`src/rtl/dma_pkg.sv`:
```
// Shared types and status codes for the single-channel memory-to-memory DMA engine.
package dma_pkg;

  typedef enum logic [1:0] {
    IDLE   = 2'd0,
    READ   = 2'd1,
    WRITE  = 2'd2,
    FINISH = 2'd3
  } state_e;

  localparam logic [1:0] ERR_OK      = 2'd0;
  localparam logic [1:0] ERR_ABORT   = 2'd1;
  localparam logic [1:0] ERR_TIMEOUT = 2'd2;

endpackage

```
`src/rtl/dma_watchdog.sv`:
```
// Wait-state watchdog: counts down while a memory request is pending, flags expiry
// on the TIMEOUT-th pending cycle. TIMEOUT=0 disables it.
module dma_watchdog #(
  parameter int TIMEOUT = 255
) (
  input  logic clk,
  input  logic rst_n,
  input  logic clear,
  input  logic pending,
  output logic expired
);

  generate
    if (TIMEOUT == 0) begin : g_off
      logic unused_inputs;
      assign unused_inputs = ^{clk, rst_n, clear, pending};
      assign expired = 1'b0;
    end else begin : g_on
      localparam int CW = $clog2(TIMEOUT + 1);
      logic [CW-1:0] cnt;

      // cnt holds the number of pending cycles still allowed, including the current one
      always_ff @(posedge clk or negedge rst_n) begin
        if (!rst_n) begin
          cnt <= CW'(TIMEOUT);
        end else if (clear) begin
          cnt <= CW'(TIMEOUT);
        end else if (pending && (cnt != '0)) begin
          cnt <= cnt - CW'(1);
        end
      end

      assign expired = pending && (cnt == CW'(1));
    end
  endgenerate

endmodule

```
`src/rtl/dma_engine.sv`:
```
// Single-channel memory-to-memory DMA: read one word, write it back, repeat,
// over a single shared memory port with abort, watchdog and error status.
module dma_engine
  import dma_pkg::*;
#(
  parameter int ADDR_W  = 8,
  parameter int DATA_W  = 8,
  parameter int LEN_W   = 8,
  parameter int TIMEOUT = 255
) (
  input  logic              clk,
  input  logic              rst_n,
  input  logic              start,
  input  logic              abort,
  input  logic [ADDR_W-1:0] src_addr,
  input  logic [ADDR_W-1:0] dst_addr,
  input  logic [LEN_W-1:0]  length,
  input  logic              src_inc,
  input  logic              dst_inc,
  output logic              busy,
  output logic              done,
  output logic [1:0]        err,
  output logic [LEN_W-1:0]  remaining,
  output logic [ADDR_W-1:0] mem_addr,
  output logic              mem_rd,
  output logic              mem_wr,
  output logic [DATA_W-1:0] mem_wdata,
  input  logic [DATA_W-1:0] mem_rdata,
  input  logic              mem_ready
);

  // Memory handshake: mem_rd/mem_wr is a request that stays asserted with a stable
  // mem_addr (and mem_wdata) until a rising edge where mem_ready is also high; that
  // edge completes the transfer. At most one request is ever outstanding.

  state_e            state;
  logic [ADDR_W-1:0] src_ptr;
  logic [ADDR_W-1:0] dst_ptr;
  logic [ADDR_W-1:0] src_next;
  logic [ADDR_W-1:0] dst_next;
  logic              src_inc_q;
  logic              dst_inc_q;
  logic [DATA_W-1:0] buf_q;
  logic              hs;
  logic              active;
  logic              wd_clear;
  logic              wd_expired;

  assign hs        = (mem_rd | mem_wr) & mem_ready;
  assign active    = (state == READ) || (state == WRITE);
  assign wd_clear  = hs | ~active;
  assign src_next  = src_ptr + ADDR_W'(src_inc_q);
  assign dst_next  = dst_ptr + ADDR_W'(dst_inc_q);
  assign mem_wdata = buf_q;

  dma_watchdog #(
    .TIMEOUT (TIMEOUT)
  ) u_watchdog (
    .clk     (clk),
    .rst_n   (rst_n),
    .clear   (wd_clear),
    .pending (mem_rd | mem_wr),
    .expired (wd_expired)
  );

  always_ff @(posedge clk or negedge rst_n) begin
    if (!rst_n) begin
      state     <= IDLE;
      src_ptr   <= '0;
      dst_ptr   <= '0;
      src_inc_q <= 1'b0;
      dst_inc_q <= 1'b0;
      buf_q     <= '0;
      busy      <= 1'b0;
      done      <= 1'b0;
      err       <= ERR_OK;
      remaining <= '0;
      mem_addr  <= '0;
      mem_rd    <= 1'b0;
      mem_wr    <= 1'b0;
    end else begin
      done <= 1'b0;
      case (state)
        IDLE: begin
          if (start) begin
            src_ptr   <= src_addr;
            dst_ptr   <= dst_addr;
            src_inc_q <= src_inc;
            dst_inc_q <= dst_inc;
            remaining <= length;
            err       <= ERR_OK;
            busy      <= 1'b1;
            if (length == '0) begin
              state <= FINISH;
            end else begin
              state    <= READ;
              mem_rd   <= 1'b1;
              mem_addr <= src_addr;
            end
          end
        end

        READ: begin
          if (hs) begin
            buf_q  <= mem_rdata;
            mem_rd <= 1'b0;
          end
          // a read completing alongside abort still lands in the buffer, but is not written
          if (abort) begin
            mem_rd <= 1'b0;
            err    <= ERR_ABORT;
            state  <= FINISH;
          end else if (hs) begin
            mem_wr   <= 1'b1;
            mem_addr <= dst_ptr;
            state    <= WRITE;
          end else if (wd_expired) begin
            mem_rd <= 1'b0;
            err    <= ERR_TIMEOUT;
            state  <= FINISH;
          end
        end

        WRITE: begin
          if (hs) begin
            remaining <= remaining - LEN_W'(1);
            src_ptr   <= src_next;
            dst_ptr   <= dst_next;
            mem_wr    <= 1'b0;
          end
          if (abort) begin
            mem_wr <= 1'b0;
            err    <= ERR_ABORT;
            state  <= FINISH;
          end else if (hs) begin
            if (remaining == LEN_W'(1)) begin
              state <= FINISH;
            end else begin
              state    <= READ;
              mem_rd   <= 1'b1;
              mem_addr <= src_next;
            end
          end else if (wd_expired) begin
            mem_wr <= 1'b0;
            err    <= ERR_TIMEOUT;
            state  <= FINISH;
          end
        end

        FINISH: begin
          done  <= 1'b1;
          busy  <= 1'b0;
          state <= IDLE;
        end

        default: state <= IDLE;
      endcase
    end
  end

endmodule

```
`config.mk`:
```
export PLATFORM = sky130hd
export DESIGN_NAME = dma_engine
export DESIGN_NICKNAME = d
export VERILOG_FILES = /design/src/rtl/dma_pkg.sv /design/src/rtl/dma_watchdog.sv /design/src/rtl/dma_engine.sv
export SDC_FILE = /design/constraint.sdc
export NUM_CORES = 1
export LEC_CHECK = 0
export ABC_AREA = 1
export CORE_UTILIZATION = 57
export DETAILED_ROUTE_END_ITERATION = 10
export PLACE_DENSITY = 0.93
export RECOVER_POWER = 25
export SYNTH_ARGS = -nofsm -noshare
export SYNTH_HDL_FRONTEND = slang
export SYNTH_HIERARCHICAL = 1
export SYNTH_SLANG_ARGS = --single-unit
export TNS_END_PERCENT = 10
```
`constraint.sdc`:
```
create_clock -name clk -period 2.8 [get_ports clk]
set_clock_uncertainty 0.15 [all_clocks]
set_input_delay 0.84 -clock clk [delete_from_list [all_inputs] [get_ports clk]]
set_output_delay 0.84 -clock clk [all_outputs]
set_load 0.05 [all_outputs]
```
; Word level (Yosys, flattened, before mapping)
; Cells that the tools add are included.
[op_classes]
n_addsub = 4
n_eq_ne = 14
mux = 53
n_bitwise = 4
n_reduce_logical = 21
[ops]
columns = cell, count
row1 = two-way mux 8 bit, 15
row2 = one-hot mux 8 bit (2 select lines), 3
row3 = two-way mux 2 bit, 12
row4 = one-hot mux 8 bit (3 select lines), 1
row5 = two-way mux 1 bit, 17
row6 = adder 8 x 1 -> 8 bit, 2
row7 = "== test 8 x 1 -> 1 bit, second input constant", 2
row8 = "subtractor 8 x 1 -> 8 bit, second input constant", 2
row9 = "!= test 2 bit, second input constant", 7
row10 = nonzero test 2 bit, 5
row11 = zero test 8 bit, 1
row12 = one-hot mux 2 bit (4 select lines), 1
row13 = AND reduction 8 bit, 1
row14 = nonzero test 8 bit, 1
row15 = AND reduction 2 bit, 3
row16 = AND reduction 3 bit, 2
row17 = AND reduction 6 bit, 1
row18 = "== test 2 bit, second input constant", 2
row19 = one-hot mux 1 bit (2 select lines), 2
row20 = one-hot mux 2 bit (2 select lines), 1
row21 = AND reduction 4 bit, 1
row22 = "!= test 3 x 1 -> 1 bit, second input constant", 1
row23 = "!= test 3 bit, second input constant", 1
row24 = one-hot mux 1 bit (3 select lines), 1
row25 = 9 further kinds, 11
[word_totals]
ff_bits = 58
in_bits = 39
output_inout_bits = 30
elab_cells = 110

; Logic depth before layout (Yosys ltp)
; Gate-level depths: netlist of the first run.
[logic_depth]
depth_word = 7
ltp_mapped = 11
mapped_depth_nobuf = 10

; By module
; The synthesis of the first run kept the hierarchy.
[modules_own_cells]
columns = module, n_inst, cells_each, area_each_um2
row1 = dma_engine, 1, 371, 3133.0
row2 = dma_watchdog, 1, 84, 583.1

; Worst setup path after synthesis of the first run
; OpenSTA, ideal clock, no wires.
[synth_path]
path_kind = register to register
from = register state[0]
to = register u_watchdog.g_on.cnt[4]
setup_ns = 0.076
arrival_ns = 1.661
setup_slack_ns = 0.913
path_stages_with_launch = 10
path_buffers = 2
synth_period_minus_slack_ns = 1.887
cell_sequence = dfrtp_1 > inv_1 > ha_1 > clkbuf_1 > nand2_1 > inv_1 > clkbuf_1 > nand3_1 > nand2_1 > nand2_1
[synth_between]
elab_chain_len = 5
word_cells_on_any_way = 7
classes_between = eq/ne: 2 / mux: 1 / bitwise: 2 / reduce/logical: 2
[synth_rtl]
columns = element, line_no
row1 = "start, declared", dma_engine.sv:36  ; state_e state;
row2 = "start signal, assigned", dma_engine.sv:68  ; state <= IDLE;
row3 = "start signal, assigned", dma_engine.sv:94  ; state <= FINISH;
row4 = "start signal, assigned", dma_engine.sv:96  ; state <= READ;
row5 = == test 2 x 1 -> 1 bit or == test 2 bit (tied branches), dma_engine.sv:50  ; assign active = (state == READ) || (state == WRITE);
row6 = logical OR 1 bit *, dma_engine.sv:50
row7 = NOT 1 bit *, dma_engine.sv:51  ; assign wd_clear = hs | ~active;
row8 = OR 1 bit *, dma_engine.sv:51
row9 = via wd_clear, dma_engine.sv:46  ; logic wd_clear;
row10 = two-way mux 8 bit or nonzero test 2 bit (tied branches), n/a
row11 = "end signal, assigned", dma_watchdog.sv:25  ; cnt <= CW'(TIMEOUT);
row12 = "end signal, assigned", dma_watchdog.sv:27  ; cnt <= CW'(TIMEOUT);
row13 = "end signal, assigned", dma_watchdog.sv:29  ; cnt <= cnt - CW'(1);
row14 = "end, declared", dma_watchdog.sv:20  ; logic [CW-1:0] cnt;
; Mark *: on every way through the listed nets, which the timed path passes. The rest lies on a longest branch.
; A chain may end at the register's enable or synchronous reset.

; Final worst setup path of the first run
[layout_path]
from = register mem_rd
to = output mem_rd
[layout_rtl]
columns = element, line_no
row1 = "start, declared", dma_engine.sv:25  ; output logic mem_rd,
row2 = "start signal, assigned", dma_engine.sv:79  ; mem_rd <= 1'b0;
row3 = "start signal, assigned", dma_engine.sv:97  ; mem_rd <= 1'b1;
row4 = "start signal, assigned", dma_engine.sv:106  ; mem_rd <= 1'b0;
; No word-level cell between the ends.

==> results by group, run 1 <==
Floorplanning
  • Core Footprint: 6314 um2
  • Row count: 29
  • Die Y: 82.74 um
  • Die footprint: 6846 um2
  • Io pins: 69
  • Initial Utilization: 0.5886
  • Die width: 82.74 um

CTS
  • Number of H-tree levels: 3
  • Clock buffer count from CTS: 9
  • CTS root buf: clkbuf_8
  • Hold buffers post-CTS: 0
  • CTS max path bufs: 2
  • CTS resizes: 0
  • Clock-pin slew on the worst setup and hold paths: 0.06 ns
  • CTS tree: done
  • Clock sink total: 58
  • Post-CTS Setup Repair Bufs: 0
  • Worst-Skew Late Latency: 0.34 ns

Synth
  • Avg Cell Area, Syn: 8.167 um2
  • Synth cell types: 39
  • Register bit total from synthesis: 58
  • Synthesis Warnings: 6
  • Post-Synthesis Cells: 455
  • Syn_nets: 508
  • Mapped cell area: 3716 um2
  • Sequential area share after synthesis: 0.3933

Setup path
  • CP endpoint kind: primary output
  • Worst Path Buf+Inv: 1
  • Critical Path RT: 1.81 ns
  • CP Launch Type: flop
  • Top Family by Delay on Critical Path: buffers and inverters
  • Critical-path cell list: clkdlybuf4s50_1
  • R2r setup slk: 0.49 ns
  • Slowest cell on crit path: clkdlybuf4s50_1
  • Worst-path maximum fanout: 5
  • Crit path DAT: 1.66 ns
  • Worst setup path class: flop to primary output
  • CP max stage delay: 0.85 ns

GRT
  • Grt total ovfl: 0
  • Pin count of the biggest net entering global routing: 31
  • All-Layer GR Usage: 0.2857
  • First-pass GRT wire length: 14,520 um
  • Vias in the first global route: 3,233
  • Initial antenna violation count: 0

Pwr
  • Peak supply drop: 0.0009302 V
  • Clock network power share: 0.141
  • Register share of total power: 0.259
  • Sw frac: 0.5027
  • Combinational cell fraction of total power: 0.600
  • Sw Pwr: 3.096 mW
  • Cell-internal power: 3.063 mW
  • Pwr Density: 1325 nW/um2
  • Leak: 2.145 nW

Timing
  • Rel. slew slack: -0.08332
  • Worst-Margin Slew: 1.625 ns
  • Final Hold Viols: 0
  • RSZ-0062 raised after global routing: no
  • Final worst slack: 0.1517 ns
  • Setup violations, final: 0
  • Achievable Freq: 0.3776 GHz
  • Slew Viols, Final: 30
  • Final Cycle Share: 0.9458
  • Period minus WS final: 2.648 ns
  • Setup_tns: 0 ns

Final layout
  • Flip-flop and latch area: 1461 um2
  • Nets: 578
  • # fillers: 484
  • Layout cell share with drive strength beyond 1: 0.1906
  • Ant diodes: 0
  • Area of the multi-input gates: 1969 um2
  • Design Area, Final: 4648 um2
  • Area Growth Syn to Fin: 25.08%

Route
  • Routed WL per cell: 14.63 um
  • Number of vias per cell: 5.568
  • Vias: 3,380
  • Total routed wirelength: 8881 um
  • Initial DRC count: 174
  • Remaining antenna violation count: 0
  • Post-route DRC: 0
  • Drt first pass iters: 5

Place
  • GP Congestion: 0.8941
  • I/O Buffers: 68
  • Hpwl dp: 6516 um
  • Placed cell area: 4431 um2
  • Dpl ws: 0.1948 ns

Job
  • Max_cap viols: 1

Hold path
  • Hold Crit Class: flop to flop

Outcome
  • Status: complete, but fails checks
  • Failing checks: max-capacitance violations, max-slew violations
==> Yosys cell counts <==
cell        n  area [um2]
nand2_1   103       386.6
or2_0       1       6.260
a211oi_1    1       7.510
nand2_2     8       50.05
o22ai_1     1       6.260
o21ai_0    18       90.09
a31oi_1     5       31.28
dfstp_2     8       210.2
nor2_2      6       37.54
clkbuf_1    3       11.26
inv_1      36       135.1
inv_4       2       12.51
nor2_4      4       45.04
mux2_2      8       90.09
nand3_2     2       20.02
a31oi_2     6       75.07
a21oi_1    24       120.1
nand2_4     5       56.30
ha_1       14       175.2
nand4_4     1       21.27
o21ai_1     4       20.02
nor3_1      2       10.01
buf_6       3       33.78
buf_8       2       30.03
o22ai_2     6       75.07
buf_2       5       25.02
nand3_1    37       185.2
inv_2       8       30.03
a22oi_1     6       45.04
nand4_1     5       31.28
o21ai_4     1       16.27
dfrtp_1    50        1251
o211ai_1    1       7.510
o21ai_2     9       78.83
a21oi_2     1       8.760
xor2_1      8       70.07
buf_4       1       7.510
nor2_1     44       165.2
or2_2       6       37.54
==> registers in the layout, indices dropped and copies added, names as in the netlist <==
register and flops:
busy 1, done 1, dst_inc_q 1, dst_ptr 8
err 2, mem_addr 8, mem_rd 1, mem_wdata 8
mem_wr 1, remaining 8, src_inc_q 1, src_ptr 8
state 2, u_watchdog/g_on.cnt 8
==> cells in the final DEF (no fill, tap or decap), types with 8 or more instances in the layout <==
master	netlist	final
nand2_1	103	103
mux2_2	8	8
o21ai_2	9	9
nand3_1	37	37
inv_1	36	36
ha_1	14	14
clkbuf_8	0	10
dfstp_2	8	8
dfrtp_1	50	50
o21ai_0	18	18
clkdlybuf4s50_1	0	67
inv_2	8	8
nor2_1	44	44
xor2_1	8	8
a21oi_1	24	24
nand2_2	8	8
==> worst register-to-register path: stages (launching register included) <==
cell	delay, ns
dfrtp_1	0.40
inv_1	0.12
ha_1	0.56
inv_1	0.24
or2_2	0.34
a21oi_1	0.12
nor2_1	0.05
nand2_1	0.11
nand2_1	0.06
o21ai_0	0.07
==> through the flow <==
stage / total power [mW] / utilization / hold WS (ns) / std cells
finish: 6.159 / 0.7362 / 0.3301 / 607
global route: 6.588 / 0.7362 / 0.3651 / 607
CTS: 6.162 / 0.7364 / 0.3342 / 607
detailed placement: 5.261 / 0.7017 / 0.3246 / 591
global placement: 5.117 / 0.7017 / 0.3177 / 591
floorplan: 4.346 / - / 0.3028 / 455
==> cell type report <==
class	count	area share
clock buffer	11	0.03042
tap	77	0.02073
clock inverter	5	0.01669
inverter	46	0.03822
multi-input combinational	337	0.4237
timing repair buffer	73	0.1559
sequential	58	0.3144
==> layer usage <==
metal	vias to the layer above	track usage	part of all wire
met3	24	0.05275	0.053
met2	128	0.4754	0.50
met4	0	0.1362	0.024
li1	1640	-	-
met1	1588	0.3570	0.42
met5	-	0	0
==> power by group through the flow <==
stage / registers (mW) / clock network [mW] / logic (mW)
after floorplan: 2.26 / 0 / 2.09
after global placement: 1.58 / 0 / 3.54
after detailed placement: 1.59 / 0 / 3.67
after CTS: 1.59 / 0.878 / 3.69
after global routing: 1.65 / 0.916 / 4.02
final: 1.59 / 0.870 / 3.70
==> path summary, 6_finish.rpt <==
path	start	endpoint	depth (start not counted)
setup / recovery	mem_rd	mem_rd	1
hold / removal	u_watchdog/g_on.cnt[7]	u_watchdog/g_on.cnt[7]	2
setup reg to reg	state[0]	err[0]	9
hold reg to reg	u_watchdog/g_on.cnt[7]	u_watchdog/g_on.cnt[7]	2
max in group asynchronous	rst_n	src_inc_q	1
min in group asynchronous	rst_n	mem_wdata[5]	1
==> logic make-up (layout without fill, tap and decap cells) <==
logic type,Yosys count,count (layout),share of synthesized area
DFF,58,58,0.3933
xor gates and xnor gates,8,8,0.01886
and+or+nand+nor,224,224,0.2832
muxes,8,8,0.02424
AOI/OAI and AO/OA,83,83,0.1566
buffers and inverters,60,135,0.07677
adders and majority gates,14,14,0.04714
Power figures use the tool's default switching activity.
==> inputs of run 2 (changes only) <==
--- a/config.mk
+++ b/config.mk
@@ -6,6 +6,7 @@
 export NUM_CORES = 1
 export LEC_CHECK = 0
 export ABC_AREA = 1
+export CORE_ASPECT_RATIO = 1.75
 export CORE_UTILIZATION = 57
 export DETAILED_ROUTE_END_ITERATION = 10
 export PLACE_DENSITY = 0.93
@@ -14,4 +15,3 @@
 export SYNTH_HDL_FRONTEND = slang
 export SYNTH_HIERARCHICAL = 1
 export SYNTH_SLANG_ARGS = --single-unit
-export TNS_END_PERCENT = 10
==> run 2 against run 1 <==
  * Hold slack better by 0.0090 ns
  * Via count is 1.4% higher
  * The flow now finishes without violations
  * Core utilization is 1.1 points higher
  * Final cell count is 0.49% higher
  * Die area is 0.19% higher
  * Wire length is 5.4% higher
  * Flip-flop and latch count stayed put
  * Global-route usage is 0.75 points higher
  * Final area is 0.19% higher
  * Largest cell class unchanged
  * Sequential power hardly changed
  * Highest routed layer unchanged
==> results by group, run 2 (synthesis gave the netlist of run 1 again) <==
Setup path
  • Worst setup path class: flop to primary output (unchanged)
  • Slowest cell on crit path: clkdlybuf4s50_1 (unchanged)
  • Worst-path maximum fanout: 5 (unchanged)
  • Worst Path Buf+Inv: 1 (unchanged)
  • Critical-path cell list: clkdlybuf4s50_1 (unchanged)
  • CP endpoint kind: primary output (unchanged)
  • Crit path DAT: 1.66 ns (about the same)
  • CP max stage delay: 0.84 ns (was 0.85 ns)
  • Critical Path RT: 1.81 ns (about the same)
  • CP Launch Type: flop (unchanged)
  • Top Family by Delay on Critical Path: buffers and inverters (unchanged)

CTS
  • Clock sink total: 58 (unchanged)
  • CTS root buf: clkbuf_8 (unchanged)
  • Hold buffers post-CTS: 0 (unchanged)
  • Clock buffer count from CTS: 9 (unchanged)
  • CTS resizes: 0 (unchanged)
  • CTS tree: done (unchanged)
  • CTS max path bufs: 2 (unchanged)
  • Worst-Skew Late Latency: 0.36 ns (was 0.34 ns)
  • Clock-pin slew on the worst setup and hold paths: 0.07 ns (was 0.06 ns)
  • Post-CTS Setup Repair Bufs: 0 (unchanged)
  • Number of H-tree levels: 3 (unchanged)

Timing
  • Setup violations, final: 0 (unchanged)
  • Setup_tns: 0 ns (unchanged)
  • Final Hold Viols: 0 (unchanged)
  • Achievable Freq: 0.3767 GHz (was 0.3776 GHz)
  • Hold slack: 0.3391 ns (was 0.3301 ns)
  • Rel. slew slack: 0.1577 (was -0.08332)
  • Final Cycle Share: 0.9480 (was 0.9458)
  • Slew Viols, Final: 0 (was 30)
  • Period minus WS final: 2.655 ns (was 2.648 ns)
  • RSZ-0062 raised after global routing: no (unchanged)
  • Worst-Margin Slew: 1.263 ns (was 1.625 ns)

GRT
  • Pin count of the biggest net entering global routing: 33 (was 31)
  • All-Layer GR Usage: 0.2932 (was 0.2857)
  • Initial antenna violation count: 0 (unchanged)
  • Grt total ovfl: 0 (unchanged)
  • Vias in the first global route: 3,452 (was 3,233)
  • First-pass GRT wire length: 15,260 um (was 14,520 um)

Job
  • Max_cap viols: 0 (was 1)

Route
  • Post-route DRC: 0 (unchanged)
  • Total routed wirelength: 9359 um (was 8881 um)
  • DR WL met3: 493 um (was 470 um)
  • Routed WL per cell: 15.34 um (was 14.63 um)
  • Drt first pass iters: 7 (was 5)
  • Vias: 3,427 (was 3,380)
  • Number of vias per cell: 5.618 (was 5.568)
  • DR top layer: met4 (unchanged)
  • Initial DRC count: 155 (was 174)
  • Met2 WL: 5006 um (was 4432 um)
  • Met1 wire length: 3478 um (was 3765 um)
  • Remaining antenna violation count: 0 (unchanged)

Place
  • GP Congestion: 0.9927 (was 0.8941)
  • Hpwl dp: 6805 um (was 6516 um)
  • I/O Buffers: 68 (unchanged)

Final layout
  • Most frequent cells in the layout: 103 x nand2_1, 67 x clkdlybuf4s50_1, 50 x dfrtp_1 (unchanged)
  • Area of the multi-input gates: 1969 um2 (unchanged)
  • # fillers: 452 (was 484)
  • Area Growth Syn to Fin: 25.32% (was 25.08%)
  • Util after Layout: 0.7477 (was 0.7362)
  • Nets: 578 (unchanged)
  • Ant diodes: 0 (unchanged)
  • Most common cell after layout, fill and taps aside: nand2_1 (unchanged)
  • Layout cell share with drive strength beyond 1: 0.1925 (was 0.1906)
  • Flip-flop and latch area: 1461 um2 (unchanged)

Outcome
  • Status: finished, final reports clean (was complete, but fails checks)

Floorplanning
  • Row count: 38 (was 29)
  • Die footprint: 6859 um2 (was 6846 um2)
  • Die Y: 108.8 um (was 82.74 um)
  • Initial Utilization: 0.5966 (was 0.5886)
  • Core Footprint: 6228 um2 (was 6314 um2)
  • Io pins: 69 (unchanged)
  • Die width: 63.04 um (was 82.74 um)

Pwr
  • Leak: 2.141 nW (was 2.145 nW)
  • Peak supply drop: 0.0008134 V (was 0.0009302 V)
  • Pwr Density: 1341 nW/um2 (was 1325 nW/um2)

Hold path
  • Hold Crit Class: flop to flop (unchanged)
## run 2: changes by cell type in the layout (fill, tap and decap cells not counted), sizes merged
cell / change
clkinv: -1
buf: -2
bufinv: +1
clkinvlp: +2
## run 2: final timing paths
kind,startpoint,end,slack (ns),depth (start not counted)
max,mem_rd,mem_rd,0.15,1
min,u_watchdog/g_on.cnt[7],u_watchdog/g_on.cnt[7],0.34,2
max reg2reg,state[0],mem_addr[6],0.59,10
min reg2reg,u_watchdog/g_on.cnt[7],u_watchdog/g_on.cnt[7],0.34,2
max in group asynchronous,rst_n,u_watchdog/g_on.cnt[2],0.79,2
min in group asynchronous,rst_n,dst_ptr[5],0.57,1
## run 2: power breakdown
part / switching [mW] / internal, mW / total, mW
Sequential: 0.355 / 1.25 / 1.61
Clock: 0.365 / 0.588 / 0.953
Combinational: 2.41 / 1.28 / 3.69
Total: 3.13 / 3.12 / 6.25
## run 2: routing by layer
metal,vias to the layer above,GRT usage
li1,1644,-
met1,1588,0.2988
met3,38,0.07113
met5,-,0
met2,157,0.5276
met4,0,0.1877
## run 2: stage by stage
step | instance area (um2) | power [mW] | cells | setup WS [ns]
4_1_cts | 4663 | 6.228 | 610 | 0.1443
5_1_grt | 4657 | 6.633 | 610 | 0.1061
2_1_floorplan | 3716 | 4.346 | 455 | 0.9135
3_3_place_gp | 4422 | 5.096 | 594 | 0.2840
3_5_place_dp | 4422 | 5.247 | 594 | 0.2074
6_report | 4657 | 6.247 | 610 | 0.1455
## run 2: layout make-up
cell class / count / share of cell area
Clock inverter: 7 / 0.02526
Tap cell: 80 / 0.02149
Multi-Input combinational cell: 337 / 0.4229
Timing Repair Buffer: 73 / 0.1518
Sequential cell: 58 / 0.3138
Inverter: 46 / 0.03815
Clock buffer: 9 / 0.02660
==> inputs of run 3 (changes only) <==
--- a/config.mk
+++ b/config.mk
@@ -6,10 +6,12 @@
 export NUM_CORES = 1
 export LEC_CHECK = 0
 export ABC_AREA = 1
+export CELL_PAD_IN_SITES_DETAIL_PLACEMENT = 1
+export CELL_PAD_IN_SITES_GLOBAL_PLACEMENT = 1
 export CORE_ASPECT_RATIO = 1.75
-export CORE_UTILIZATION = 57
+export CORE_UTILIZATION = 39
 export DETAILED_ROUTE_END_ITERATION = 10
-export PLACE_DENSITY = 0.93
+export PLACE_DENSITY = 0.88
 export RECOVER_POWER = 25
 export SYNTH_ARGS = -nofsm -noshare
 export SYNTH_HDL_FRONTEND = slang
==> constraint.sdc (replaced) <==
create_clock -name clk -period 2.9 [get_ports clk]
set_clock_uncertainty 0.15 [all_clocks]
set_input_delay 0.87 -clock clk [delete_from_list [all_inputs] [get_ports clk]]
set_output_delay 0.87 -clock clk [all_outputs]
set_load 0.05 [all_outputs]
==> run 3 against run 2 <==
  * Register-to-register slack better by 0.07 ns
  * First-iteration DRC count up 18%
  * Wire length up 21%
  * Highest routed layer unchanged
  * Hold slack better by 0.0028 ns
  * Final cell count up 6.4%
==> results by group, run 3 (synthesis gave the netlist of run 1 again) <==
Route
  • Remaining antenna violation count: 0 (unchanged)
  • Post-route DRC: 0 (unchanged)
  • Initial DRC count: 183 (was 155)
  • Number of vias per cell: 5.414 (was 5.618)
  • Vias: 3,514 (was 3,427)
  • Total routed wirelength: 11,320 um (was 9359 um)
  • Drt first pass iters: 4 (was 7)
  • Routed WL per cell: 17.44 um (was 15.34 um)

CTS
  • Number of H-tree levels: 3 (unchanged)
  • Hold buffers post-CTS: 0 (unchanged)
  • CTS resizes: 0 (unchanged)
  • Clock-pin slew on the worst setup and hold paths: 0.05 ns (was 0.07 ns)
  • Clock sink total: 58 (unchanged)
  • Post-CTS Setup Repair Bufs: 0 (unchanged)
  • Clock buffer count from CTS: 9 (unchanged)
  • Worst-Skew Late Latency: 0.34 ns (was 0.36 ns)
  • CTS tree: done (unchanged)
  • CTS root buf: clkbuf_16 (was clkbuf_8)
  • CTS max path bufs: 2 (unchanged)

Floorplanning
  • Core Footprint: 9151 um2 (was 6228 um2)
  • Die Y: 131.1 um (was 108.8 um)
  • Initial Utilization: 0.4061 (was 0.5966)
  • Io pins: 69 (unchanged)
  • Die footprint: 9938 um2 (was 6859 um2)
  • Row count: 46 (was 38)
  • Die width: 75.79 um (was 63.04 um)

Final layout
  • Layout cell share with drive strength beyond 1: 0.1890 (was 0.1925)
  • Most common cell after layout, fill and taps aside: nand2_1 (unchanged)
  • Area Growth Syn to Fin: 30.34% (was 25.32%)
  • Design Area, Final: 4843 um2 (was 4657 um2)
  • Most frequent cells in the layout: 103 x nand2_1, 67 x clkdlybuf4s50_1, 50 x dfrtp_1 (unchanged)
  • Util after Layout: 0.5293 (was 0.7477)
  • Area of the multi-input gates: 1969 um2 (unchanged)
  • Flip-flop and latch area: 1461 um2 (unchanged)
  • Ant diodes: 0 (unchanged)
  • Nets: 577 (was 578)
  • # fillers: 1,091 (was 452)

Pwr
  • Sw Pwr: 3.171 mW (was 3.129 mW)
  • Register share of total power: 0.238 (was 0.257)
  • Leak: 2.211 nW (was 2.141 nW)
  • Sw frac: 0.4827 (was 0.5009)
  • Peak supply drop: 0.0007189 V (was 0.0008134 V)
  • Cell-internal power: 3.398 mW (was 3.118 mW)
  • Combinational cell fraction of total power: 0.558 (was 0.590)
  • Pwr Density: 1356 nW/um2 (was 1341 nW/um2)
  • Clock network power share: 0.203 (was 0.153)

Setup path
  • Reg2reg path depth: 10 (unchanged)
  • Crit path DAT: 1.65 ns (was 1.66 ns)
  • Critical path depth in cells: 1 (unchanged)
  • CP max stage delay: 0.84 ns (about the same)
  • Critical Path RT: 1.88 ns (was 1.81 ns)
  • Worst-path maximum fanout: 5 (unchanged)
  • Slowest cell on crit path: clkdlybuf4s50_1 (unchanged)
  • Worst Path Buf+Inv: 1 (unchanged)
  • Worst setup path class: flop to primary output (unchanged)
  • Top Family by Delay on Critical Path: buffers and inverters (unchanged)
  • R2r setup slk: 0.66 ns (was 0.59 ns)
  • CP endpoint kind: primary output (unchanged)
  • CP Launch Type: flop (unchanged)
  • Critical-path cell list: clkdlybuf4s50_1 (unchanged)

GRT
  • Vias in the first global route: 3,941 (was 3,452)
  • GR peak layer: met2 (unchanged)
  • Global routing met2 resource utilization: 0.4577 (was 0.5276)
  • Grt total ovfl: 0 (unchanged)
  • Met1 usage in global routing: 0.2357 (was 0.2988)
  • Met3 Resource Use GR: 0.04985 (was 0.07113)
  • All-Layer GR Usage: 0.2472 (was 0.2932)
  • Initial antenna violation count: 0 (unchanged)
  • Pin count of the biggest net entering global routing: 37 (was 33)
  • First-pass GRT wire length: 18,270 um (was 15,260 um)

Place
  • Dpl ws: 0.2601 ns (was 0.2074 ns)
  • GP Congestion: 0.8446 (was 0.9927)
  • Placed cell area: 4477 um2 (was 4422 um2)
  • I/O Buffers: 68 (unchanged)
  • Hpwl dp: 8169 um (was 6805 um)

Timing
  • Final Hold Viols: 0 (unchanged)
  • Rel. slew slack: 0.04958 (was 0.1577)
  • Achievable Freq: 0.3740 GHz
  • Setup violations, final: 0 (unchanged)
  • Setup_tns: 0 ns (unchanged)
  • Final Cycle Share: 0.9219
  • Worst-Margin Slew: 1.426 ns (was 1.263 ns)
  • Slew Viols, Final: 0 (unchanged)
  • Period minus WS final: 2.673 ns
  • RSZ-0062 raised after global routing: no (unchanged)
  • Final worst slack: 0.2265 ns (was 0.1455 ns)

Outcome
  • Status: finished, final reports clean (unchanged)

Hold path
  • Hold Crit Class: flop to flop (unchanged)
  • Hold path depth: 2 (unchanged)

Job
  • Max_cap viols: 0 (unchanged)
-- run 3: cell count changes in the layout (fill, tap and decap cells not counted), sizes merged --
cell / before / now
bufinv: 3 / 4
clkinvlp: 3 / 0
buf: 3 / 4
-- run 3: final cells by class --
| type | instances | share of cell area |
|---|---|---|
| multi-input cells | 337 | 0.4066 |
| well taps | 120 | 0.03100 |
| repair buffers | 72 | 0.1480 |
| clock inverters | 5 | 0.02583 |
| inverters | 46 | 0.03668 |
| clock buffers | 11 | 0.05012 |
| flip-flops and latches | 58 | 0.3017 |
-- run 3: power groups by stage --
stage / Sequential (mW) / Clock, mW / Combinational [mW]
finish: 1.56 / 1.34 / 3.67
global route: 1.61 / 1.38 / 3.98
CTS: 1.56 / 1.35 / 3.69
detailed placement: 1.57 / 0 / 3.62
global placement: 1.54 / 0 / 3.46
floorplan: 2.18 / 0 / 2.02
-- run 3: stage by stage --
stage | total power, mW | std cells | hold slack [ns]
2_1_floorplan | 4.196 | 455 | 0.3028
3_3_place_gp | 5.000 | 633 | 0.3171
3_5_place_dp | 5.190 | 633 | 0.3243
4_1_cts | 6.599 | 649 | 0.3381
5_1_grt | 6.975 | 649 | 0.3780
6_report | 6.569 | 649 | 0.3420
-- run 3: layer usage --
layer / part of all wire / vias to the layer above
li1: - / 1642
met1: 0.34 / 1739
met2: 0.58 / 98
met3: 0.037 / 35
met4: 0.043 / 0
met5: 0 / -
-- run 3: final timing paths --
kind / startpoint / to
max: mem_rd / mem_rd
min: mem_addr[2] / mem_addr[2]
max reg2reg: state[0] / mem_addr[4]
min reg2reg: mem_addr[2] / mem_addr[2]
max in group asynchronous: rst_n / u_watchdog/g_on.cnt[6]
min in group asynchronous: rst_n / err[1]
